[config.mk]
export PLATFORM = sky130hd
export DESIGN_NAME = pipe_stage_skid
export DESIGN_NICKNAME = d
export VERILOG_FILES = /design/src/rtl/pipe_stage_skid.sv
export SDC_FILE = /design/constraint.sdc
export NUM_CORES = 1
export LEC_CHECK = 0
export ABC_AREA = 1
export CAP_MARGIN = 20
export CORE_MARGIN = 5
export CORE_UTILIZATION = 30
export DETAILED_ROUTE_END_ITERATION = 6
export PLACE_DENSITY = 0.51
export SYNTH_ARGS = -nofsm -noshare
export SYNTH_HDL_FRONTEND = slang
export SYNTH_SLANG_ARGS = --single-unit
[constraint.sdc]
create_clock -name clk -period 10.6 [get_ports clk]
set_input_delay 2.12 -clock clk [delete_from_list [all_inputs] [get_ports clk]]
set_output_delay 2.12 -clock clk [all_outputs]
set_load 0.1 [all_outputs]
[src/rtl/pipe_stage_skid.sv]
// Purpose : generic pipeline stage register (payload + control) with valid/ready, freeze, flush and optional skid entry.
// Latency : 1 cycle in->out; 1 transfer/cycle sustained while out_ready is high.
// Backpressure: SKID_EN=1 registers in_ready (deasserts only when the skid entry is occupied); SKID_EN=0 passes out_ready through combinationally.
//
// Ports:
//   clk, rst            - rising-edge clock, asynchronous active-high reset
//   flush               - synchronous squash of every held entry (priority over all else)
//   freeze              - hazard stall: blocks both handshakes, state held
//   in_valid/in_ready   - upstream handshake, in_payload/in_ctrl carried with it
//   out_valid/out_ready - downstream handshake, out_payload/out_ctrl from the main entry
//   occupancy           - number of valid entries held (0..2)
//   squash_count        - saturating count of flushes that killed at least one valid entry

module pipe_stage_skid #(
   parameter int unsigned PAYLOAD_WIDTH    = 128,
   parameter int unsigned CTRL_WIDTH       = 8,
   parameter int unsigned SKID_EN          = 1,
   parameter int unsigned FLUSH_CLEAR_DATA = 0,
   parameter int unsigned CNT_WIDTH        = 16
) (
   input  logic                     clk,
   input  logic                     rst,
   input  logic                     flush,
   input  logic                     freeze,
   input  logic                     in_valid,
   output logic                     in_ready,
   input  logic [PAYLOAD_WIDTH-1:0] in_payload,
   input  logic [CTRL_WIDTH-1:0]    in_ctrl,
   output logic                     out_valid,
   input  logic                     out_ready,
   output logic [PAYLOAD_WIDTH-1:0] out_payload,
   output logic [CTRL_WIDTH-1:0]    out_ctrl,
   output logic [1:0]               occupancy,
   output logic [CNT_WIDTH-1:0]     squash_count
);

   // One stored pipeline entry: opaque data plus control bits that must read
   // as zero whenever the entry is a bubble.
   typedef struct packed {
      logic [PAYLOAD_WIDTH-1:0] payload;
      logic [CTRL_WIDTH-1:0]    ctrl;
   } entry_t;

   logic                 main_valid_q, main_valid_d;
   logic                 skid_valid_q, skid_valid_d;
   entry_t               main_q, main_d;
   entry_t               skid_q, skid_d;
   logic [CNT_WIDTH-1:0] squash_cnt_q, squash_cnt_d;

   entry_t in_entry;
   logic   accept;
   logic   take;

   assign in_entry.payload = in_payload;
   assign in_entry.ctrl    = in_ctrl;

   // ------------------------------------------------------------------
   // Handshake signals
   // ------------------------------------------------------------------
   // Flush and freeze both hide the main entry from downstream so that no
   // transfer can complete on a cycle whose state is being held or killed.
   assign out_valid = main_valid_q & ~freeze & ~flush;
   assign take      = out_valid & out_ready;

   // With the skid entry present, in_ready depends only on the registered
   // skid_valid_q: a second beat arriving while downstream stalls lands in
   // the skid entry, so there is no out_ready -> in_ready timing path.
   // Without it, a full stage can only accept if the main entry leaves in
   // the same cycle. rst gates in_ready so nothing is offered as accepted
   // while the stage is held in reset.
   always_comb begin
      in_ready = 1'b0;
      if (SKID_EN != 0) begin
         in_ready = ~skid_valid_q;
      end else begin
         in_ready = ~main_valid_q | out_ready;
      end
      in_ready = in_ready & ~freeze & ~flush & ~rst;
   end

   assign accept = in_valid & in_ready;

   // ------------------------------------------------------------------
   // Entry next-state
   // ------------------------------------------------------------------
   always_comb begin
      main_valid_d = main_valid_q;
      skid_valid_d = skid_valid_q;
      main_d       = main_q;
      skid_d       = skid_q;

      if (flush) begin
         // Control bits are cleared so a squashed entry can never fire
         // side effects later; payload is kept unless explicitly cleared.
         main_valid_d = 1'b0;
         skid_valid_d = 1'b0;
         main_d.ctrl  = '0;
         skid_d.ctrl  = '0;
         if (FLUSH_CLEAR_DATA != 0) begin
            main_d.payload = '0;
            skid_d.payload = '0;
         end
      end else if (SKID_EN != 0) begin
         // freeze needs no branch of its own: it forces accept and take low,
         // which leaves every register at its hold value.
         if (take) begin
            if (skid_valid_q) begin
               // FULL: in_ready is low, so only the skid -> main move happens.
               main_d       = skid_q;
               skid_valid_d = 1'b0;
            end else if (accept) begin
               main_d = in_entry;
            end else begin
               main_valid_d = 1'b0;
            end
         end else if (accept) begin
            if (main_valid_q) begin
               // Downstream stalled with main occupied: park the beat.
               skid_d       = in_entry;
               skid_valid_d = 1'b1;
            end else begin
               main_d       = in_entry;
               main_valid_d = 1'b1;
            end
         end
      end else begin
         if (accept) begin
            main_d       = in_entry;
            main_valid_d = 1'b1;
         end else if (take) begin
            main_valid_d = 1'b0;
         end
      end
   end

   // ------------------------------------------------------------------
   // Squash counter: counts only flushes that actually killed work.
   // ------------------------------------------------------------------
   always_comb begin
      squash_cnt_d = squash_cnt_q;
      if (flush && (occupancy != 2'd0) && (squash_cnt_q != {CNT_WIDTH{1'b1}})) begin
         squash_cnt_d = squash_cnt_q + CNT_WIDTH'(1);
      end
   end

   // ------------------------------------------------------------------
   // State registers
   // ------------------------------------------------------------------
   always_ff @(posedge clk or posedge rst) begin
      if (rst) begin
         main_valid_q <= 1'b0;
         skid_valid_q <= 1'b0;
         main_q       <= '0;
         skid_q       <= '0;
         squash_cnt_q <= '0;
      end else begin
         main_valid_q <= main_valid_d;
         skid_valid_q <= skid_valid_d;
         main_q       <= main_d;
         skid_q       <= skid_d;
         squash_cnt_q <= squash_cnt_d;
      end
   end

   // ------------------------------------------------------------------
   // Outputs
   // ------------------------------------------------------------------
   assign out_payload  = main_q.payload;
   assign out_ctrl     = main_q.ctrl & {CTRL_WIDTH{out_valid}};
   assign occupancy    = {1'b0, main_valid_q} + {1'b0, skid_valid_q};
   assign squash_count = squash_cnt_q;

endmodule

== Word level (Yosys, flattened, before mapping) ==
Cells that the tools add are included.

* Bitwise gates (word level): 13
* Equal/unequal tests: 6
* Muxes and demuxes: 19
* Add/sub/neg operators: 2
* Reduce and logical (&&, ||, !) cells: 16

{| class="wikitable"
|+ Operators with widths
! operator !! count
|-
| $mux W136 || 5
|-
| $mux W8 || 5
|-
| $add A16 B1 Y16 const B || 1
|-
| $ne A16 B16 Y1 const B || 1
|-
| $reduce_bool A2 Y1 || 5
|-
| $mux W1 || 9
|-
| $reduce_and A3 Y1 || 3
|-
| $reduce_bool A3 Y1 || 3
|-
| $and A8 B8 Y8 || 1
|-
| $reduce_and A4 Y1 || 2
|-
| $and A1 B1 Y1 || 7
|-
| $ne A3 B3 Y1 const B || 2
|-
| $not A1 Y1 || 5
|-
| $ne A3 B2 Y1 const B || 1
|-
| $add A1 B1 Y2 || 1
|-
| $logic_and A1 B1 Y1 || 2
|-
| $ne A2 B1 Y1 const B || 1
|-
| $ne A2 B2 Y1 const B || 1
|-
| $reduce_and A2 Y1 || 1
|}

* Output and inout port bits: 156
* Register bits: 290
* Word-level logic and storage cells: 63
* Input port bits: 142

== Longest topological paths before layout ==
Gate-level depths: netlist (run 1).

* Depth after elaboration: 9
* Gate-level depth with buffers: 10
* Depth with buffers taken out: 8

== Worst setup path after synthesis (run 1) ==
OpenSTA, ideal clock, no wires.

* Path type: in2out
* Start: input port rst
* End: output port in_ready
* Stages: 3
* Buffers on the path: 0
* Path slack: -0.818 ns
* Arrival time: 9.298 ns
* Required time: 8.480 ns
* Cell sequence: inv_1 > nand3_1 > inv_1

* Cells in the longest elaborated chain, start to end: 2

{| class="wikitable"
|+ Ends and longest elaborated chain
! element !! RTL line !! source
|-
| from (decl) || 22 || <nowiki>input logic rst,</nowiki>
|-
| $not A1 Y1 || 78 || <nowiki>in_ready = in_ready & ~freeze & ~flush & ~rst;</nowiki>
|-
| $and A1 B1 Y1 || 78 ||
|-
| to (decl) || 26 || <nowiki>output logic in_ready,</nowiki>
|}

No other way between the ends.

== Worst setup path after layout (run 1) ==
Ends and elaborated chain as after synthesis.

==> results of run 1 <==
## final timing paths
check,slack (ns),end
max in group asynchronous,6.77,out_payload[71]
max,3.70,in_ready
min in group asynchronous,2.11,skid_q[115]
max reg2reg,6.77,out_payload[5]
min,0.47,out_payload[65]
min reg2reg,0.47,out_payload[65]
## metrics by stage
step                      utilization  setup WS, ns
after detailed placement        0.348          3.60
after global placement          0.347          3.57
after CTS                       0.372          3.58
after floorplan                     -          1.27
after global routing            0.373          3.44
final                           0.373          3.70
## area by class of cell
cell class | instances | area, um^2 | area share
Clock buffer | 55 | 1090 | 0.0559
Clock inverter | 11 | 163 | 0.00831
Inverter | 162 | 612 | 0.0313
Multi-Input combinational cell | 1514 | 6380 | 0.326
Sequential cell | 290 | 7260 | 0.371
Antenna cell | 3 | 7.51 | 0.000384
Tap cell | 688 | 861 | 0.0440
Timing Repair Buffer | 315 | 3190 | 0.163
## sequential cells by signal, indices dropped and copies added (netlist names)
signal	flops
out_payload	128
squash_count	16
skid_valid_q	1
skid_q	136
main_q	8
main_valid_q	1
## power groups by stage
stage / clock network, uW / logic, uW / registers (uW)
2_1_floorplan: 0 / 1170 / 1360
3_3_place_gp: 0 / 1380 / 1360
3_5_place_dp: 0 / 1390 / 1360
4_1_cts: 1360 / 1390 / 1340
5_1_grt: 1400 / 1440 / 1360
6_report: 1310 / 1380 / 1340
## cells by family after synthesis
| logic type | after synthesis |
|---|---|
| xor gates and xnor gates | 8 |
| DFF | 290 |
| and+or+nand+nor | 1222 |
| adders and majority gates | 3 |
| AOI/OAI and AO/OA | 281 |
| buffers and inverters | 425 |
## cells in the final DEF (no fill, tap or decap), types with 4 or more instances in the layout
cell and instances:
clkbuf_8 10, xnor2_1 6, clkbuf_1 8, buf_4 13, clkdlybuf4s50_1 297, nand3_1 144
nand4_1 5, o21ai_1 7, bufinv_16 4, nor2_1 26, inv_1 158, dfrtp_1 289
nand2_4 4, clkbuf_16 37, clkinv_2 5, nand2_1 1038, o21ai_0 271
## worst reg2reg max path: stages (launching register included)
cell and delay, ns:
dfrtp_1 0.53, nand3_4 0.19, nor2_4 0.11, buf_4 0.59, nand2_1 0.25, nand2_4 0.63, nand2_4 0.53, buf_12 0.33
buf_4 0.34, nand2_1 0.17, nand2_1 0.05
## per-layer routing
metal	wire, um	part of all wire	vias to the layer above	track usage
met5	34	0.00073	-	0
met4	1290	0.027	6	0.0492
met3	2570	0.055	76	0.0377
met2	21600	0.46	307	0.254
met1	21400	0.46	6552	0.215
li1	-	-	6953	-
==> reports/results.ini, run 1 <==
[status]
status=complete, no violations

[logic_synthesis]
synthSimpleGateAreaFrac=0.303
synthTopCellsByCount=nand2_1, dfrtp_1, o21ai_0
synth_xor_area_frac=0.00442
synth_top_area_frac=0.457
ys_top_cells_by_area=dfrtp_1, nand2_1, o21ai_0, buf_4, nand3_1
synthesis.instances=2229
avgSynthCellArea_um2=7.12
synth.most_common_cell=nand2_1
synth-edff-count=0
yosysSeqAreaShare=0.457
ys_warn_count=0
post_synth_fa_ha_maj_area_fraction=0.00237
synth_top_family_by_area=simple AND/OR/NAND/NOR gates
synth_area_um2=15900
synthDistinctLibCells=22
synth_compound_area_frac=0.0894
synthFlopType=dfrtp_1
synth_largest_area_cell=dfrtp_1
async_flop_share=1.00
ys_ff_latch=290
syn-num-nets=2374
muxShareOfSynthArea=0

[clocking]
path_clk_slew_ns=0.06
cts_max_level=2
postCtsHoldBufs=0
cts_resized=0
clk_latency_ns=0.55
cts.sinks=290
cts_root_buffer=clkbuf_16
tritoncts=built
numCtsBuffers=36
post_cts_buffers=0
cts_buffer_depth=3

[timing]
setup_violations=0
skew_ns=0.0182
finalCritPeriodShare=0.651
rsz0062_at_grt=no
slew_headroom=0.268
timing_hold_violations_final=0
hold_slack_ns=0.466
slew_violations=0
finalSetupTns_ns=0
tightest_slew_ns=1.10
period_minus_slack_ns=6.90
max_freq_mhz=145

[routing]
wl_per_cell_um=15.4
postRouteAntennaNets=0
remaining_drc_errors=0
dr.pass1.iters=7
wl_mm=46.9
via_per_inst=4.57
via_count=13900
drt_iter0_drc=835

[critical_path]
slowest_stage=clkdlybuf4s50_1
crit_chain=clkdlybuf4s50_1 > clkinvlp_4 > nand3_1 > inv_1 > clkdlybuf4s50_1
r2r-start=main_valid_q
cp_common_cell=clkdlybuf4s50_1
cp_num_buf_inv=4
cp_max_fo=36
reg2reg_depth=10
critical_path.startpoint=rst
cp_top_family=buffers and inverters
cpPeakStageDelay_ns=0.98
required_ns=8.48
arrival_ns=4.78
cp-start-kind=primary input
cp-end-kind=output pin
worst-setup-path-type=in2out
path_depth=5

[power_and_ir_drop]
powerDensity_nw_per_um2=206
power.internal_uw=2370
p_seq_frac=0.333
netSwitchingPower_uw=1660
swShare=0.412
p_leak_uw=0.00963
p_total_uw=4030
ir_worst_vdd_mv=0.119
pwr-share-comb=0.342
pwr-share-clk=0.325

[placed_design]
post-dp-hpwl_mm=28.4
place_area_um2=18200
io_buffers=297
place.gp.congestion=0.768
place_inst=2966

[layout]
nets=2464
nFillCells=5411
area_growth_pct=23.3
fin_area_um2=19600
drive_gt1_frac=0.0388
stdcell_count=3038

[global_routing]
grt_max_degree=145
grt_overflow=0
grt_pass1_vias=13200
grt_pass1_wl_mm=74.2
antenna_found_initial=6
grt_usage=0.159

[floorplan]
io_pins=298
die-area_um2=57600
die_w_um=240
core_um2=52400
initial_core_util=0.303
die_h_um=240
fp-row-count=84

[min_path]
worstHoldPathType=reg2reg
hp-start=out_payload[65]
min_path_cells=2

[flow_run]
max_cap_violations=0

Note: power is estimated with default switching activity, not from simulation.
==> run 2: changes to the inputs <==
Settings changed: PLACE_DENSITY 0.51 to 0.49.
Clock period 10.6 ns to 7.1 ns, I/O delays scaled along.
==> run 2 against run 1 <==
  * Global-route usage rose by 0.18 points
  * Critical path depth did not move
  * Power rose by 49%
  * Via count fell by 1.1%
==> reports/results.ini, run 2 (synthesis results as in run 1) <==
[status]
status=complete, no violations

[global_routing]
grt_util_met3=0.0367  ; -0.00103
grt_usage=0.161  ; +0.00178
met2_usage=0.265  ; +0.0106
grt_pass1_wl_mm=74.7  ; +0.73%
antenna_found_initial=5  ; -1
met1_usage=0.213  ; -0.00236
grt_max_degree=168  ; +16%
grt_pass1_vias=13200  ; +0.045%
busiest_layer=met2
grt_overflow=0  ; unchanged

[floorplan]
io_pins=298  ; unchanged
core_um2=52400  ; unchanged
die_w_um=240  ; unchanged
die_h_um=240  ; unchanged
die-area_um2=57600  ; unchanged
fp-row-count=84  ; unchanged
initial_core_util=0.303  ; unchanged

[clocking]
cts_resized=0  ; unchanged
numCtsBuffers=38  ; +5.6%
cts_buffer_depth=3  ; unchanged
clk_latency_ns=0.54  ; about the same
post_cts_buffers=0  ; unchanged
cts_max_level=2  ; unchanged
postCtsHoldBufs=0  ; unchanged
path_clk_slew_ns=0.05  ; about the same
tritoncts=built
cts_root_buffer=clkbuf_16
cts.sinks=290  ; unchanged

[flow_run]
max_cap_violations=0  ; unchanged

[layout]
multi_input_area_um2=6380  ; +0.14%
final_common_cell=nand2_1
largest_reg_flops=136  ; unchanged
largest-register=skid_q
nets=2468  ; +0.16%
layout_common_cells=nand2_1, clkdlybuf4s50_1, dfrtp_1, o21ai_0, inv_1
nFillCells=5445  ; +0.63%
drive_gt1_frac=0.0396  ; +0.000818
fin_util=0.373  ; about the same
regArea_um2=7260  ; unchanged
area_growth_pct=23.4  ; about the same

[critical_path]
reg2reg_depth=7  ; -3
r2r_setup_slack_ns=3.69  ; -3.08 ns
r2r-start=skid_valid_q
cp_max_fo=28  ; -22%
cp-start-kind=primary input
critical_path.startpoint=rst
worst-setup-path-type=in2out
required_ns=5.68  ; -2.80 ns
r2r-end=out_payload[11]
cp-end-kind=output pin
arrival_ns=3.80  ; -0.98 ns

[placed_design]
post-dp-hpwl_mm=29.0  ; +2.2%
io_buffers=297  ; unchanged
place.gp.congestion=0.776  ; +0.96%

[timing]
rsz0062_at_grt=no
slew_violations=0  ; unchanged
timing_hold_violations_final=0  ; unchanged
period_minus_slack_ns=5.22
hold_slack_ns=0.468  ; +0.00123 ns
skew_ns=0.0136  ; -0.00458 ns
finalCritPeriodShare=0.736
slew_headroom=0.261  ; -0.00682
setup_violations=0  ; unchanged
max_freq_mhz=191
tightest_slew_ns=1.10  ; +0.00677 ns

[routing]
wl_per_cell_um=15.7  ; +1.8%
postRouteAntennaNets=0  ; unchanged
remaining_drc_errors=0  ; unchanged
via_per_inst=4.52  ; -1.1%
dr.pass1.iters=7  ; unchanged
wl_mm=47.7  ; +1.8%
via_count=13700  ; -1.1%
drt_iter0_drc=754  ; -9.7%

[min_path]
min_path_cells=2  ; unchanged
min_to=out_payload[81]
hp-start=out_payload[81]
worstHoldPathType=reg2reg

[power_and_ir_drop]
ir_worst_vdd_mv=0.155  ; +31%
powerDensity_nw_per_um2=306  ; +49%
p_leak_uw=0.00964  ; +0.15%

-- run 2: worst max path at each step --
stage / to / slack [ns] / cells after the start
global route: in_ready / 1.64 / 5
floorplan: in_ready / -0.64 / 3
detailed placement: in_ready / 1.79 / 5
global placement: in_ready / 1.77 / 5
finish: in_ready / 1.88 / 5
CTS: in_ready / 1.79 / 5
-- run 2: routing by layer --
metal / part of all wire / vias up
met4: 0.023 / 6
met3: 0.057 / 57
met1: 0.45 / 6445
met5: 0.00084 / -
met2: 0.47 / 278
li1: - / 6958
-- run 2: worst max-delay path, stage by stage --
cell and delay, ns:
clkdlybuf4s50_1 0.44, clkinvlp_4 0.43, nand3_1 0.12, inv_1 0.20
clkdlybuf4s50_1 1.18
-- run 2: where the power goes --
part	leakage, uW	internal (uW)	switching, uW	total [uW]
Clock	0.000618	1180	752	1930
Sequential	0.00385	1860	141	2000
Combinational	0.00518	464	1600	2060
-- run 2: layout make-up --
| cell class | instances | share of cell area |
|---|---|---|
| Sequential cell | 290 | 0.371 |
| Multi-Input combinational cell | 1514 | 0.326 |
| Timing Repair Buffer | 317 | 0.164 |
| Clock buffer | 55 | 0.0581 |
| Tap cell | 688 | 0.0440 |
| Inverter | 162 | 0.0312 |
| Clock inverter | 11 | 0.00549 |
| Antenna cell | 1 | 0.000128 |
-- run 2: per-stage QoR --
stage / total power (uW) / worst slack, ns / setup TNS (ns) / instance area, um^2 / cells
6_report: 6000 / 1.88 / 0 / 19600 / 3038
5_1_grt: 6250 / 1.64 / 0 / 19600 / 3038
4_1_cts: 6100 / 1.79 / 0 / 19500 / 3034
3_5_place_dp: 4110 / 1.79 / 0 / 18300 / 2968
3_3_place_gp: 4100 / 1.77 / 0 / 18200 / 2967
2_1_floorplan: 3780 / -0.644 / -49.43 / 15900 / 2229
==> run 3: changes to the inputs <==
Clock period 7.1 ns to 5.5 ns, I/O delays scaled along.
==> run 3 against run 2 <==
  * Sequential share of layout area up 0.17 points
  * First-iteration DRC count down 3.8%
  * Setup slack worse by 0.45 ns
  * Cell area down 0.45%
  * Hold slack better by 0.00084 ns
  * Routed wire length down 0.71%
==> reports/results.ini, run 3 (synthesis results as in run 1) <==
[floorplan]
die_w_um=240  ; unchanged
fp-row-count=84  ; unchanged
core_um2=52400  ; unchanged
die_h_um=240  ; unchanged
initial_core_util=0.303  ; unchanged
io_pins=298  ; unchanged
die-area_um2=57600  ; unchanged

[global_routing]
grt_pass1_wl_mm=75.0  ; +0.42%
grt_usage=0.162  ; +0.000776
grt_overflow=0  ; unchanged
grt_max_degree=174  ; +3.6%
grt_pass1_vias=13200  ; -0.27%
antenna_found_initial=10  ; +5

[layout]
largest-register=skid_q
area_growth_pct=22.8
largest_reg_flops=136  ; unchanged
multi_input_area_um2=6380  ; unchanged
nFillCells=5503  ; +1.1%
fin_util=0.372  ; -0.00169
nets=2470  ; +0.081%
final_common_cell=nand2_1
drive_gt1_frac=0.0413  ; +0.00170
regArea_um2=7260  ; unchanged
layout_common_cells=nand2_1, dfrtp_1, clkdlybuf4s50_1, o21ai_0, inv_1

[clocking]
cts.sinks=290  ; unchanged
cts_buffer_depth=3  ; unchanged
clk_latency_ns=0.55  ; about the same
cts_resized=0  ; unchanged
post_cts_buffers=0  ; unchanged
path_clk_slew_ns=0.05  ; about the same
tritoncts=built
cts_root_buffer=clkbuf_16
numCtsBuffers=38  ; unchanged
cts_max_level=2  ; unchanged
postCtsHoldBufs=0  ; unchanged

[routing]
remaining_drc_errors=0  ; unchanged
wl_per_cell_um=15.6  ; -0.87%
wl_mm=47.4  ; -0.71%
postRouteAntennaNets=0  ; unchanged
drt_iter0_drc=725  ; -3.8%
via_count=13800  ; +0.080%
dr.pass1.iters=5  ; -2
via_per_inst=4.52  ; about the same

[timing]
max_freq_mhz=245
tightest_slew_ns=1.10  ; -0.00456 ns
skew_ns=0.0183  ; +0.00469 ns
slew_headroom=0.266  ; +0.00534
period_minus_slack_ns=4.08
slew_violations=0  ; unchanged
timing_hold_violations_final=0  ; unchanged
setup_violations=0  ; unchanged
worst_slack_ns=1.42  ; -0.450 ns
finalCritPeriodShare=0.741
rsz0062_at_grt=no

[critical_path]
required_ns=4.40  ; -1.28 ns
cp-start-kind=flip-flop
cp-end-kind=output pin
arrival_ns=2.98  ; -0.82 ns
cp_max_fo=60  ; +110%
worst-setup-path-type=reg2out

[placed_design]
pre_cts_slack_ns=1.14  ; -0.652 ns
place.gp.congestion=0.751  ; -3.2%
io_buffers=297  ; unchanged
post-dp-hpwl_mm=29.2  ; +0.84%

[status]
status=complete, no violations

[flow_run]
max_cap_violations=0  ; unchanged

[power_and_ir_drop]
powerDensity_nw_per_um2=388  ; +27%
ir_worst_vdd_mv=0.301  ; +94%
p_leak_uw=0.00961  ; -0.35%

[min_path]
worstHoldPathType=reg2reg

## run 3: cell types whose count changed in the layout (fill, tap and decap cells not counted), sizes merged
| cell | before | now |
|---|---|---|
| buf | 20 | 32 |
| clkdlybuf4s50 | 297 | 287 |
| clkinv | 8 | 3 |
| diode | 1 | 6 |
| clkbuf | 55 | 59 |
| bufinv | 2 | 0 |
| inv | 161 | 162 |
## run 3: final timing paths
check,slack [ns],from,cells past startpoint,to
worst max-delay path,1.42,skid_valid_q,3,occupancy[0]
worst min-delay path,0.47,out_payload[40],2,out_payload[40]
worst max register to register,1.75,skid_valid_q,8,out_payload[59]
worst min register to register,0.47,out_payload[40],2,out_payload[40]
max in group asynchronous,2.76,rst,4,out_payload[33]
min in group asynchronous,1.20,rst,3,out_payload[105]
## run 3: layer usage
layer | global-route usage | wire length, um | vias to the layer above
li1 | - | - | 6971
met1 | 0.211 | 21500 | 6431
met2 | 0.262 | 21700 | 274
met3 | 0.0448 | 3020 | 73
met4 | 0.0495 | 1160 | 6
met5 | 0 | 48 | -
## run 3: layout make-up
class | count | share of cell area
flip-flops and latches | 290 | 0.372
repair buffers | 319 | 0.165
multi-input cells | 1514 | 0.328
well taps | 688 | 0.0442
inverters | 162 | 0.0314
clock buffers | 59 | 0.0570
clock inverters | 5 | 0.00160
diodes | 6 | 0.000770
## run 3: report_power, final
group          internal [uW]  switching (uW)  total, uW  leakage (uW)
Sequential              2400             176       2580       0.00385
Combinational            600            2060       2660       0.00520
Clock                   1380             944       2320      0.000557
Total                   4380            3180       7560       0.00961
## run 3: worst max-delay path, stage by stage (launching register included)
cell and delay (ns):
dfrtp_4 0.80, inv_1 0.13, ha_1 0.33, clkdlybuf4s50_1 1.18
## run 3: stage by stage
step	instance area [um^2]	cells	TNS (ns)	hold WS (ns)	total power [uW]
finish	19500	3043	0	0.469	7560
global route	19500	3038	0	0.488	7890
CTS	19500	3036	0	0.472	7700
detailed placement	18300	2972	0	0.458	5300
global placement	18200	2969	0	0.454	5280
floorplan	15900	2229	-400.97	0.442	4880
